**config.mk**
```make
export PLATFORM = sky130hd
export DESIGN_NAME = melody_sequencer_flat
export DESIGN_NICKNAME = d
export VERILOG_FILES = /design/src/rtl/melody_pkg.sv /design/src/rtl/melody_sequencer_if.sv /design/src/rtl/melody_sequencer_note_rom.sv /design/src/rtl/melody_sequencer.sv /design/src/flat_wrapper.sv
export SDC_FILE = /design/constraint.sdc
export NUM_CORES = 1
export LEC_CHECK = 0
export CAP_MARGIN = 20
export CORE_ASPECT_RATIO = 1.2
export CORE_MARGIN = 4
export CORE_UTILIZATION = 60
export CTS_BUF_LIST = sky130_fd_sc_hd__clkbuf_2
export DETAILED_ROUTE_END_ITERATION = 8
export HOLD_SLACK_MARGIN = 0.1
export MAX_ROUTING_LAYER = met4
export PLACE_DENSITY_LB_ADDON = 0.05
export SYNTH_ARGS = -nofsm -noshare
export SYNTH_HDL_FRONTEND = slang
export SYNTH_HIERARCHICAL = 1
export SYNTH_SLANG_ARGS = --single-unit
```
**constraint.sdc**
```tcl
create_clock -name clk -period 2.9 [get_ports clk]
set_input_delay 0.29 -clock clk [delete_from_list [all_inputs] [get_ports clk]]
set_output_delay 0.29 -clock clk [all_outputs]
set_load 0.05 [all_outputs]
```
**src/rtl/melody_pkg.sv**
```systemverilog
// ============================================================================
// Module      : melody_pkg
// Description : Shared types and constants for the melody sequencer: ROM entry
//               layout, FSM state encoding, note half-periods at 100 MHz and
//               the song tables the note ROM is built from.
// Revision    : 1.0 - initial release
// ============================================================================
`default_nettype none

package melody_pkg;

  localparam int ENTRY_W = 24;
  localparam int BEATS_W = 4;
  localparam int PITCH_W = 20;

  localparam logic [BEATS_W-1:0] END_BEATS  = '0;
  localparam logic [PITCH_W-1:0] REST_PITCH = '0;

  typedef enum logic [1:0] {
    IDLE  = 2'd0,
    FETCH = 2'd1,
    ISSUE = 2'd2,
    HOLD  = 2'd3
  } state_e;

  // Half-periods in 100 MHz clock cycles: 100e6 / (2 * f_note)
  localparam logic [PITCH_W-1:0] PITCH_C4 = 20'd191113;
  localparam logic [PITCH_W-1:0] PITCH_D4 = 20'd170262;
  localparam logic [PITCH_W-1:0] PITCH_E4 = 20'd151686;
  localparam logic [PITCH_W-1:0] PITCH_F4 = 20'd143173;
  localparam logic [PITCH_W-1:0] PITCH_G4 = 20'd127551;
  localparam logic [PITCH_W-1:0] PITCH_A4 = 20'd113636;
  localparam logic [PITCH_W-1:0] PITCH_B4 = 20'd101238;
  localparam logic [PITCH_W-1:0] PITCH_C5 = 20'd95556;
  localparam logic [PITCH_W-1:0] PITCH_C6 = 20'd47778;

  function automatic logic [ENTRY_W-1:0] mk(input logic [BEATS_W-1:0] beats,
                                            input logic [PITCH_W-1:0] pitch);
    return {beats, pitch};
  endfunction

  // Song tables. Any address not listed reads as the END marker.
  //   0 : production melody
  //   1 : short test song ending in END
  //   2 : two-entry song with no END, ends by running off the last address
  function automatic logic [ENTRY_W-1:0] song_word(input int song, input int idx);
    logic [ENTRY_W-1:0] w;
    w = {END_BEATS, REST_PITCH};
    case (song)
      0: case (idx)
        0:  w = mk(4'd1, PITCH_C4);
        1:  w = mk(4'd1, PITCH_C4);
        2:  w = mk(4'd1, PITCH_G4);
        3:  w = mk(4'd1, PITCH_G4);
        4:  w = mk(4'd1, PITCH_A4);
        5:  w = mk(4'd1, PITCH_A4);
        6:  w = mk(4'd2, PITCH_G4);
        7:  w = mk(4'd1, PITCH_F4);
        8:  w = mk(4'd1, PITCH_F4);
        9:  w = mk(4'd1, PITCH_E4);
        10: w = mk(4'd1, PITCH_E4);
        11: w = mk(4'd1, PITCH_D4);
        12: w = mk(4'd1, PITCH_D4);
        13: w = mk(4'd2, PITCH_C4);
        14: w = mk(4'd1, REST_PITCH);
        15: w = mk(4'd1, PITCH_B4);
        16: w = mk(4'd1, PITCH_C5);
        17: w = mk(4'd4, PITCH_C6);
        default: w = {END_BEATS, REST_PITCH};
      endcase
      1: case (idx)
        0: w = mk(4'd3, 20'h01000);
        1: w = mk(4'd1, 20'h00800);
        2: w = mk(4'd2, REST_PITCH);
        3: w = mk(4'd1, 20'h00400);
        default: w = {END_BEATS, REST_PITCH};
      endcase
      2: case (idx)
        0: w = mk(4'd1, 20'h00111);
        1: w = mk(4'd1, 20'h00222);
        default: w = {END_BEATS, REST_PITCH};
      endcase
      default: w = {END_BEATS, REST_PITCH};
    endcase
    return w;
  endfunction

endpackage

`default_nettype wire

```
**src/rtl/melody_sequencer_if.sv**
```systemverilog
// ============================================================================
// Module      : melody_sequencer_if
// Description : Control/status bundle between the button logic (master) and
//               the melody sequencer (slave).
//   start    m->s  one-cycle pulse, begin playback at entry 0
//   stop     m->s  one-cycle pulse, abort playback
//   loop_en  m->s  level, restart at entry 0 at end of song
//   speed    m->s  ticks per beat (0 treated as 1)
//   o_note   s->m  one-cycle half-period pulse for the Speaker
//   busy     s->m  high whenever not idle
//   done     s->m  one-cycle pulse at non-looping end of song
//   note_idx s->m  address of the current entry
// Revision    : 1.0 - initial release
// ============================================================================
`default_nettype none

interface melody_sequencer_if
  import melody_pkg::*;
#(
  parameter int ADDR_W = 6
);
  logic               start;
  logic               stop;
  logic               loop_en;
  logic [7:0]         speed;
  logic [PITCH_W-1:0] o_note;
  logic               busy;
  logic               done;
  logic [ADDR_W-1:0]  note_idx;

  modport master (
    output start, stop, loop_en, speed,
    input  o_note, busy, done, note_idx
  );

  modport slave (
    input  start, stop, loop_en, speed,
    output o_note, busy, done, note_idx
  );
endinterface

`default_nettype wire

```
**src/rtl/melody_sequencer_note_rom.sv**
```systemverilog
// ============================================================================
// Module      : note_rom
// Description : Synchronous-read song ROM, DEPTH x ENTRY_W, one cycle latency.
//   clk    in   system clock
//   addr_i in   read address
//   data_o out  entry {beats[3:0], pitch[19:0]}, registered
// Revision    : 1.0 - initial release
// ============================================================================
`default_nettype none

module note_rom
  import melody_pkg::*;
#(
  parameter int DEPTH  = 64,
  parameter int ADDR_W = 6,
  parameter int SONG   = 0
) (
  input  logic               clk,
  input  logic [ADDR_W-1:0]  addr_i,
  output logic [ENTRY_W-1:0] data_o
);

  logic [ENTRY_W-1:0] data_q;

  always_ff @(posedge clk) begin
    if (int'(addr_i) < DEPTH) data_q <= song_word(SONG, int'(addr_i));
    else                      data_q <= {END_BEATS, REST_PITCH};
  end

  assign data_o = data_q;

endmodule

`default_nettype wire

```
**src/rtl/melody_sequencer.sv**
```systemverilog
// ============================================================================
// Module      : melody_sequencer
// Description : Walks the note ROM, emitting a one-cycle half-period pulse at
//               the start of every non-rest note and holding each entry for
//               beats * speed * TICK_CYCLES cycles.
//   clk   in   system clock
//   rst_n in   asynchronous active-low reset
//   bus   slave modport: start/stop/loop_en/speed in,
//                        o_note/busy/done/note_idx out
// Revision    : 1.0 - initial release
// ============================================================================
`default_nettype none

module melody_sequencer
  import melody_pkg::*;
#(
  parameter int TICK_CYCLES = 6250000,
  parameter int DEPTH       = 64,
  parameter int ADDR_W      = 6,
  parameter int SONG        = 0
) (
  input  logic              clk,
  input  logic              rst_n,
  melody_sequencer_if.slave bus
);

  localparam int                TICK_W    = (TICK_CYCLES > 1) ? $clog2(TICK_CYCLES) : 1;
  localparam logic [TICK_W-1:0] TICK_LAST = TICK_W'(TICK_CYCLES - 1);
  localparam logic [ADDR_W-1:0] ADDR_LAST = ADDR_W'(DEPTH - 1);

  state_e              state_q, state_d;
  logic [ADDR_W-1:0]   addr_q, addr_d;
  logic [TICK_W-1:0]   tick_q, tick_d;
  logic [7:0]          tib_q, tib_d;      // tick_in_beat
  logic [BEATS_W-1:0]  beat_q, beat_d;
  logic [BEATS_W-1:0]  beats_q, beats_d;
  logic [7:0]          speed_q, speed_d;
  logic [PITCH_W-1:0]  note_q, note_d;
  logic                done_q, done_d;

  logic [ENTRY_W-1:0]  rom_data;
  logic [BEATS_W-1:0]  rom_beats;
  logic [PITCH_W-1:0]  rom_pitch;
  logic                tick_wrap, beat_wrap, hold_end;

  note_rom #(
    .DEPTH  (DEPTH),
    .ADDR_W (ADDR_W),
    .SONG   (SONG)
  ) u_rom (
    .clk    (clk),
    .addr_i (addr_q),
    .data_o (rom_data)
  );

  assign rom_beats = rom_data[ENTRY_W-1 -: BEATS_W];
  assign rom_pitch = rom_data[PITCH_W-1:0];

  // Nested wrap conditions: last tick of a beat, last beat of the entry.
  assign tick_wrap = (tick_q == TICK_LAST);
  assign beat_wrap = tick_wrap && (tib_q == speed_q - 8'd1);
  assign hold_end  = beat_wrap && (beat_q == beats_q - BEATS_W'(1));

  always_comb begin
    state_d = state_q;
    addr_d  = addr_q;
    tick_d  = tick_q;
    tib_d   = tib_q;
    beat_d  = beat_q;
    beats_d = beats_q;
    speed_d = speed_q;
    note_d  = '0;
    done_d  = 1'b0;

    case (state_q)
      IDLE: begin
        if (bus.start) begin
          addr_d  = '0;
          state_d = FETCH;
        end
      end

      FETCH: state_d = ISSUE;

      ISSUE: begin
        if (rom_beats == END_BEATS) begin
          if (bus.loop_en) begin
            addr_d  = '0;
            state_d = FETCH;
          end else begin
            done_d  = 1'b1;
            state_d = IDLE;
          end
        end else begin
          // A rest carries pitch 0, so no pulse reaches the Speaker.
          note_d  = rom_pitch;
          beats_d = rom_beats;
          speed_d = (bus.speed == 8'd0) ? 8'd1 : bus.speed;
          tick_d  = '0;
          tib_d   = '0;
          beat_d  = '0;
          state_d = HOLD;
        end
      end

      HOLD: begin
        tick_d = tick_wrap ? '0 : tick_q + TICK_W'(1);
        if (tick_wrap) tib_d = beat_wrap ? 8'd0 : tib_q + 8'd1;
        if (beat_wrap) beat_d = beat_q + BEATS_W'(1);
        if (hold_end) begin
          tick_d = '0;
          tib_d  = '0;
          beat_d = '0;
          if (addr_q == ADDR_LAST) begin
            // Running off the table ends the song exactly like an END entry.
            if (bus.loop_en) begin
              addr_d  = '0;
              state_d = FETCH;
            end else begin
              done_d  = 1'b1;
              state_d = IDLE;
            end
          end else begin
            addr_d  = addr_q + ADDR_W'(1);
            state_d = FETCH;
          end
        end
      end

      default: state_d = IDLE;
    endcase

    // stop overrides everything, including a simultaneous start.
    if (bus.stop) begin
      state_d = IDLE;
      note_d  = '0;
      done_d  = 1'b0;
      tick_d  = '0;
      tib_d   = '0;
      beat_d  = '0;
    end
  end

  always_ff @(posedge clk or negedge rst_n) begin
    if (!rst_n) begin
      state_q <= IDLE;
      addr_q  <= '0;
      tick_q  <= '0;
      tib_q   <= '0;
      beat_q  <= '0;
      beats_q <= '0;
      speed_q <= '0;
      note_q  <= '0;
      done_q  <= 1'b0;
    end else begin
      state_q <= state_d;
      addr_q  <= addr_d;
      tick_q  <= tick_d;
      tib_q   <= tib_d;
      beat_q  <= beat_d;
      beats_q <= beats_d;
      speed_q <= speed_d;
      note_q  <= note_d;
      done_q  <= done_d;
    end
  end

  assign bus.o_note   = note_q;
  assign bus.busy     = (state_q != IDLE);
  assign bus.done     = done_q;
  assign bus.note_idx = addr_q;

endmodule

`default_nettype wire

```
**src/flat_wrapper.sv**
```systemverilog
// flat-port wrapper written by rule: the top's interface ports become plain ports
module melody_sequencer_flat import melody_pkg::*;
#(
  parameter int TICK_CYCLES = 6250000,
  parameter int DEPTH       = 64,
  parameter int ADDR_W      = 6,
  parameter int SONG        = 0
)
  (clk, rst_n, bus_start, bus_stop, bus_loop_en, bus_speed, bus_o_note, bus_busy, bus_done, bus_note_idx);
  melody_sequencer_if #(.ADDR_W(ADDR_W)) bus_i ();
  input  logic clk;
  input  logic rst_n;
  input wire logic [$bits(bus_i.start)-1:0] bus_start;
  input wire logic [$bits(bus_i.stop)-1:0] bus_stop;
  input wire logic [$bits(bus_i.loop_en)-1:0] bus_loop_en;
  input wire logic [$bits(bus_i.speed)-1:0] bus_speed;
  output wire logic [$bits(bus_i.o_note)-1:0] bus_o_note;
  output wire logic [$bits(bus_i.busy)-1:0] bus_busy;
  output wire logic [$bits(bus_i.done)-1:0] bus_done;
  output wire logic [$bits(bus_i.note_idx)-1:0] bus_note_idx;
  assign bus_i.start = bus_start;
  assign bus_i.stop = bus_stop;
  assign bus_i.loop_en = bus_loop_en;
  assign bus_i.speed = bus_speed;
  assign bus_o_note = bus_i.o_note;
  assign bus_busy = bus_i.busy;
  assign bus_done = bus_i.done;
  assign bus_note_idx = bus_i.note_idx;
  melody_sequencer #(.TICK_CYCLES(TICK_CYCLES), .DEPTH(DEPTH), .ADDR_W(ADDR_W), .SONG(SONG)) u_core (.clk(clk), .rst_n(rst_n), .bus(bus_i));
endmodule
```
== Yosys cells after proc, flatten, opt, wreduce, memory -nomap -nowiden ==
Memories as Yosys holds them, arrays and structs flattened. A register that Yosys moved wholly into a read port is not among the register bits.
Index checks and enable logic that the tools add are counted.
Widths: inputs -> output; s select.

* Register bits after elaboration: 100
* Bits in latches: 0
* RAM bits: 0
* Bits in read-only memories: 672
* Input port bits: 13
* Memories kept: 1

{| class="wikitable"
|+ Memory list
! name !! depth !! bits a word !! rd ports !! clocked after memory_dff !! wr ports !! RTL line !! RTL
|-
| (no name shown) || 32 || 21 || 1 || 1 || 0 || melody_pkg.sv:50 || <nowiki>0: case (idx)</nowiki>
|}

* Add/sub/neg operators: 6
* Multipliers: 0
* Divide/modulo/power cells: 0
* Magnitude comparators: 0
* Equal/unequal tests: 15
* Shift operators: 0
* Multiplexer cells: 39
* Bitwise gates (word level): 1
* Reduce and logical (&&, ||, !) cells: 14

{| class="wikitable"
|+ Operators by type and width
! cell !! count
|-
| $mux 23 || 4
|-
| $mux 20 || 3
|-
| $mux 8 || 6
|-
| $pmux 23 s2 || 1
|-
| $mux 6 || 5
|-
| $add 23x1->23 const B || 1
|-
| $eq 23x23->1 const B || 1
|-
| $pmux 6 s3 || 1
|-
| $mux 4 || 4
|-
| $pmux 8 s2 || 1
|-
| $add 8x1->8 const B || 1
|-
| $eq 8x8->1 || 1
|-
| $logic_not 8->1 || 1
|-
| $mux 2 || 4
|-
| $ne 4x2->1 const B || 2
|-
| $pmux 2 s4 || 1
|-
| $pmux 4 s2 || 1
|-
| $sub 8x1->8 const B || 1
|-
| $mux 1 || 7
|-
| $add 6x1->6 const B || 1
|-
| $eq 6x6->1 const B || 1
|-
| $ne 3x3->1 const B || 2
|-
| $reduce_and 2->1 || 3
|-
| $reduce_and 3->1 || 2
|-
| 16 further kinds || 20
|}

== Depth between registers and ports, before layout ==
* Depth in word-level cells: 8
* Depth in mapped cells: 10

== By module ==
Netlist, hierarchy kept.

{| class="wikitable"
|+ Modules (own cells, without submodules)
! module !! instances !! cells each !! area an instance (sq um) !! sequential area each (sq um)
|-
| melody_sequencer || 1 || 417 || 3,982.6 || 1,901.8
|-
| note_rom || 1 || 129 || 1,109.8 || 420.4
|}

== Least setup slack after synthesis ==
No wires, ideal clock.

* Kind: register -> register
* Start: register u_core.speed_q[0]
* End: register u_core.addr_q[3], in the netlist u_core/bus.note_idx[3]
* Data arrival time: 2,298 ps
* Path slack: 476 ps
* Stages on the path, launching flop included: 10
* Clock period less this slack: 2,424 ps
* Path through: dfrtp_1 -> inv_1 -> ha_1 -> or3b_2 -> nor2_1 -> o211a_1 -> o2111ai_4 -> o31ai_4 -> nand2_2 -> a221o_1

* Word-level cells in the longest chain between the ends: 6

{| class="wikitable"
|+ Ends and longest elaborated chain
! element !! RTL line !! RTL
|-
| start: declaration || melody_sequencer.sv:37 || <nowiki>logic [7:0] speed_q, speed_d;</nowiki>
|-
| start signal: assignment || melody_sequencer.sv:162 || <nowiki>speed_q <= speed_d;</nowiki>
|-
| $sub 8x1->8 || melody_sequencer.sv:61 || <nowiki>assign beat_wrap = tick_wrap && (tib_q == speed_q - 8'd1);</nowiki>
|-
| $eq 8x8->1 || melody_sequencer.sv:61 ||
|-
| $logic_and 1x1->1 || melody_sequencer.sv:61 ||
|-
| $logic_and 1x1->1 || melody_sequencer.sv:62 || <nowiki>assign hold_end = beat_wrap && (beat_q == beats_q - BEATS_W'(1));</nowiki>
|-
| $ne 2x1->1 (no source line) || -- ||
|-
| $reduce_and 4->1 (no source line) || -- ||
|-
| end signal: assignment || melody_sequencer.sv:157 || <nowiki>addr_q <= addr_d;</nowiki>
|-
| end: declaration || melody_sequencer.sv:32 || <nowiki>logic [ADDR_W-1:0] addr_q, addr_d;</nowiki>
|}

Every way passes these cells.
A chain may end at the register's enable or synchronous reset.

== Final worst setup path ==
* Start: register u_core.speed_q[0]
* End: register u_core.addr_q[0], in the netlist u_core/bus.note_idx[0]

Same word-level chain as after synthesis.

==> out/summary.txt <==
==========================================================================================
Result of the run ........................................................... complete, no violations
Largest delay share family, worst path ...................................... compound AO/OA/AOI/OAI gates
Final design area excluding fillers .........................................    5720 um^2
Sequential power share ......................................................        50.1%
Design internal power .......................................................      2.04 mW
Total clock buffers created by CTS ..........................................            9
Part of the total power dissipated in the clock network .....................        22.0%
Antenna Nets Post-Route .....................................................            0
Arrival time at the worst endpoint ..........................................      3.22 ns
Floorplan die width .........................................................      92.1 um
Antenna fix cells ...........................................................            0
Number of vias in the routed layout .........................................         4068
Post-synthesis average cell area ............................................    9.33 um^2
Worst clock skew ............................................................    0.0302 ns
CP max stage delay ..........................................................      0.49 ns
Crit start category .........................................................     register
Clock root cell .............................................................     clkbuf_2
Pin count of the biggest net entering global routing ........................           77
Clock edge transition at the registers on the reported setup and hold paths .      0.28 ns
Top Ports ...................................................................           41
Area of the core region .....................................................    8200 um^2
Count of endpoints failing hold in the final timing report ..................            0
Sum of net half-perimeters after detailed placement .........................      7820 um
Initial DRT Pass Iterations .................................................            5
Leading register cell type out of synthesis .................................      dfrtp_1
Global-route usage over all layers ..........................................        23.7%
Worst voltage drop across the vdd grid ......................................       478 uV
Total cell area at the placement stage ......................................    5580 um^2
FF+latch count, synth .......................................................           97
Post-CTS setup-driven buffer insertion count ................................            0
Post-synth top area share ...................................................        37.3%
PwrDens .....................................................................  548 nW/um^2
# fillers ...................................................................          667
Wirelength per Cell .........................................................      15.2 um
Placement row count .........................................................           36
Die outline area ............................................................   10000 um^2
Share of total power consumed by net switching ..............................        34.9%
Summed instance area of the synthesized netlist .............................    5090 um^2
Fraction of registers with async set/reset ..................................        78.4%
Netlist cell types ..........................................................           70
Layout net count ............................................................          619
Number of synthesized flops with an enable pin ..............................            0
Number of design rule violations left after detail routing ..................            0
Slew Limit Fails ............................................................            0
Number of buffers on the longest clock path .................................            2
Proportion of synthesized chip area in sequential cells .....................        45.6%
Max-cap violations ..........................................................            0
Warning count from the yosys run ............................................           27
Die Ht ......................................................................       109 um
Initial antenna violation count .............................................            0
Hold path start ............................................................. bus_speed[6]
Critical path capture point type ............................................     register
Clock latency on the worst-skew pair ........................................      0.57 ns
Most frequently used cell type in the post-synthesis netlist ................      dfrtp_1
First DRT Iteration DRCs ....................................................          193
Number of cells produced by synthesis .......................................          546
Count of buffering cells on the critical path with inverters included .......            1
Starting Density ............................................................        62.1%
Slowest library cell on the worst path ......................................      dfrtp_1
Classification of the worst setup path ...................................... register to register
Vias in the first global route ..............................................         4042
CTS sink cnt ................................................................           97
Beginning of the worst register-to-register path ............................ u_core/speed_q[0]$_DFFE_PN0P_
Required time at the worst-slack endpoint ...................................      3.39 ns
Accumulated negative setup slack ............................................         0 ns
Routed via count divided by cell count ......................................         5.75
Power dissipated by switching net loads .....................................      1.10 mW
Area used by sequential logic in the layout .................................    2320 um^2
Synthesis-to-finish area growth .............................................        12.3%
TritonCTS clock tree ........................................................          yes
Maximum fanout along the worst path .........................................            7
Area of the multi-input gates ...............................................    2560 um^2
Sum of overflow across all layers after global routing ......................            0
Top cell types by occurrence after synthesis ................................ dfrtp_1, nand2_1, nor2_1, o21ai_0, and2_1
Yosys top cell by area ......................................................      dfrtp_1
Number of input and output port buffers inserted ............................           40
Proportion of power drawn by combinational gates ............................        27.9%
Sum of routed wire length over all layers ...................................     10800 um
Max-slew headroom ...........................................................        37.0%
# H-tree levels .............................................................            3
Cells along the critical path ............................................... inv_1, ha_1, or3b_2, nor2_1, o211a_1, o2111ai_4, o31ai_4, nand2_1, mux2_2
Share of the core filled with cells .........................................        69.8%
Number of failing setup endpoints in the final timing report ................            0
CP Launch Point ............................................................. u_core/speed_q[0]$_DFFE_PN0P_
Fin crit share ..............................................................        94.3%
Static leakage ..............................................................      2.54 nW
Peak clock frequency supported by timing ....................................      366 MHz
Gpl congestion ..............................................................        0.922
Unrepaired setup endpoints after global routing .............................        false
Final critical-path required period .........................................      2.73 ns
Pin slew with the least headroom to its limit ...............................     0.944 ns
Share of final-layout standard cells stronger than drive strength 1 .........        9.44%
Top cells by area in the synthesized netlist ................................ dfrtp_1, dfxtp_1, nand2_1
Path class of the lowest-slack min-delay path ............................... primary input to register
Wire length of the first global-routing pass ................................     18600 um
==========================================================================================
==> power by group through the flow <==
stage | combinational (mW) | clock, mW | sequential, mW
after floorplan | 0.614 | 0 | 1.62
after global placement | 0.845 | 0 | 1.59
after detailed placement | 0.867 | 0 | 1.60
after CTS | 0.873 | 0.716 | 1.57
after global routing | 0.964 | 0.776 | 1.59
final | 0.874 | 0.689 | 1.57
==> path summary, 6_finish.rpt <==
check,to,slack (ns),depth (start not counted)
setup / recovery,u_core/bus.note_idx[0]$_DFFE_PN0P_,0.17,9
hold / removal,u_core/speed_q[6]$_DFFE_PN0P_,0.33,2
setup reg to reg,u_core/bus.note_idx[0]$_DFFE_PN0P_,0.17,9
hold reg to reg,u_core/bus.o_note[0]$_DFF_PN0_,0.46,1
max in group asynchronous,u_core/bus.o_note[0]$_DFF_PN0_,1.93,2
min in group asynchronous,u_core/speed_q[4]$_DFFE_PN0P_,0.35,2
==> logic make-up after synthesis <==
kind of cell	after synthesis	synth area share, %
AND/OR/NAND/NOR	241	24.8
adder cells (fa/ha/maj)	18	4.42
XOR/XNOR	29	4.99
other	1	0.0736
AO/OA/AOI/OAI	106	13.5
multiplexers	11	2.41
buffers and inverters	43	4.28
flip-flops	97	45.6
==> stage by stage <==
step,setup slack (ns),power (mW),instances,hold WS [ns]
detailed placement,0.253,2.46,690,0.419
floorplan,0.476,2.23,548,-0.00559
global route,0.0230,3.33,707,0.285
global placement,0.344,2.43,690,0.418
CTS,0.173,3.16,707,0.287
finish,0.166,3.13,707,0.332
==> layer usage <==
| layer | part of all wire, % | up-vias | wire [um] | global-route usage, % |
|---|---|---|---|---|
| li1 | - | 1962 | - | - |
| met1 | 40 | 1983 | 4330 | 26.9 |
| met2 | 54 | 99 | 5770 | 42.3 |
| met3 | 4.0 | 24 | 433 | 3.24 |
| met4 | 2.1 | 0 | 227 | 10.2 |
| met5 | 0 | - | 0 | - |
==> what timing repair did <==
item                                    in CTS  in global routing
endpoints found under the setup margin       0                  4
hold buffers                                 1                  0
gates resized for setup                      0                  1
hold endpoints to repair                    76                  0
==> cell usage in the layout, fill, tap and decap left out, types with 3 or more instances in the layout <==
cell type,count
nand2_2,3
a31oi_1,10
conb_1,3
ha_1,18
a22o_1,3
inv_6,4
nor2b_1,8
xnor2_1,16
mux2_2,10
nand4_1,11
dfrtp_1,76
a21oi_1,20
buf_4,11
nand2_1,67
clkdlybuf4s50_1,39
o21ai_1,3
o31ai_1,3
and3_1,12
nor2_1,51
inv_1,21
clkbuf_2,9
nand3_1,14
dfxtp_1,21
nor3_1,11
and2_1,25
nor4_1,3
nand2b_1,12
xor2_1,13
o21ai_0,41
==> registers in the layout (all words and copies together), names as in the netlist <==
name,cells
u_core/tick_q,23
u_core/u_rom/data_o,21
u_core/bus.o_note,20
u_core/speed_q,8
u_core/tib_q,8
u_core/bus.note_idx,6
u_core/beat_q,4
u_core/beats_q,4
u_core/state_q,2
u_core/bus.done,1
==> area by class of cell <==
class	count	share of cell area, %
clock inverters	7	1.44
flip-flops and latches	97	40.6
multi-input cells	408	44.8
clock buffers	9	0.788
well taps	114	2.49
inverters	21	1.38
repair buffers	51	8.44
No activity file was read; power rests on OpenSTA's default activity.
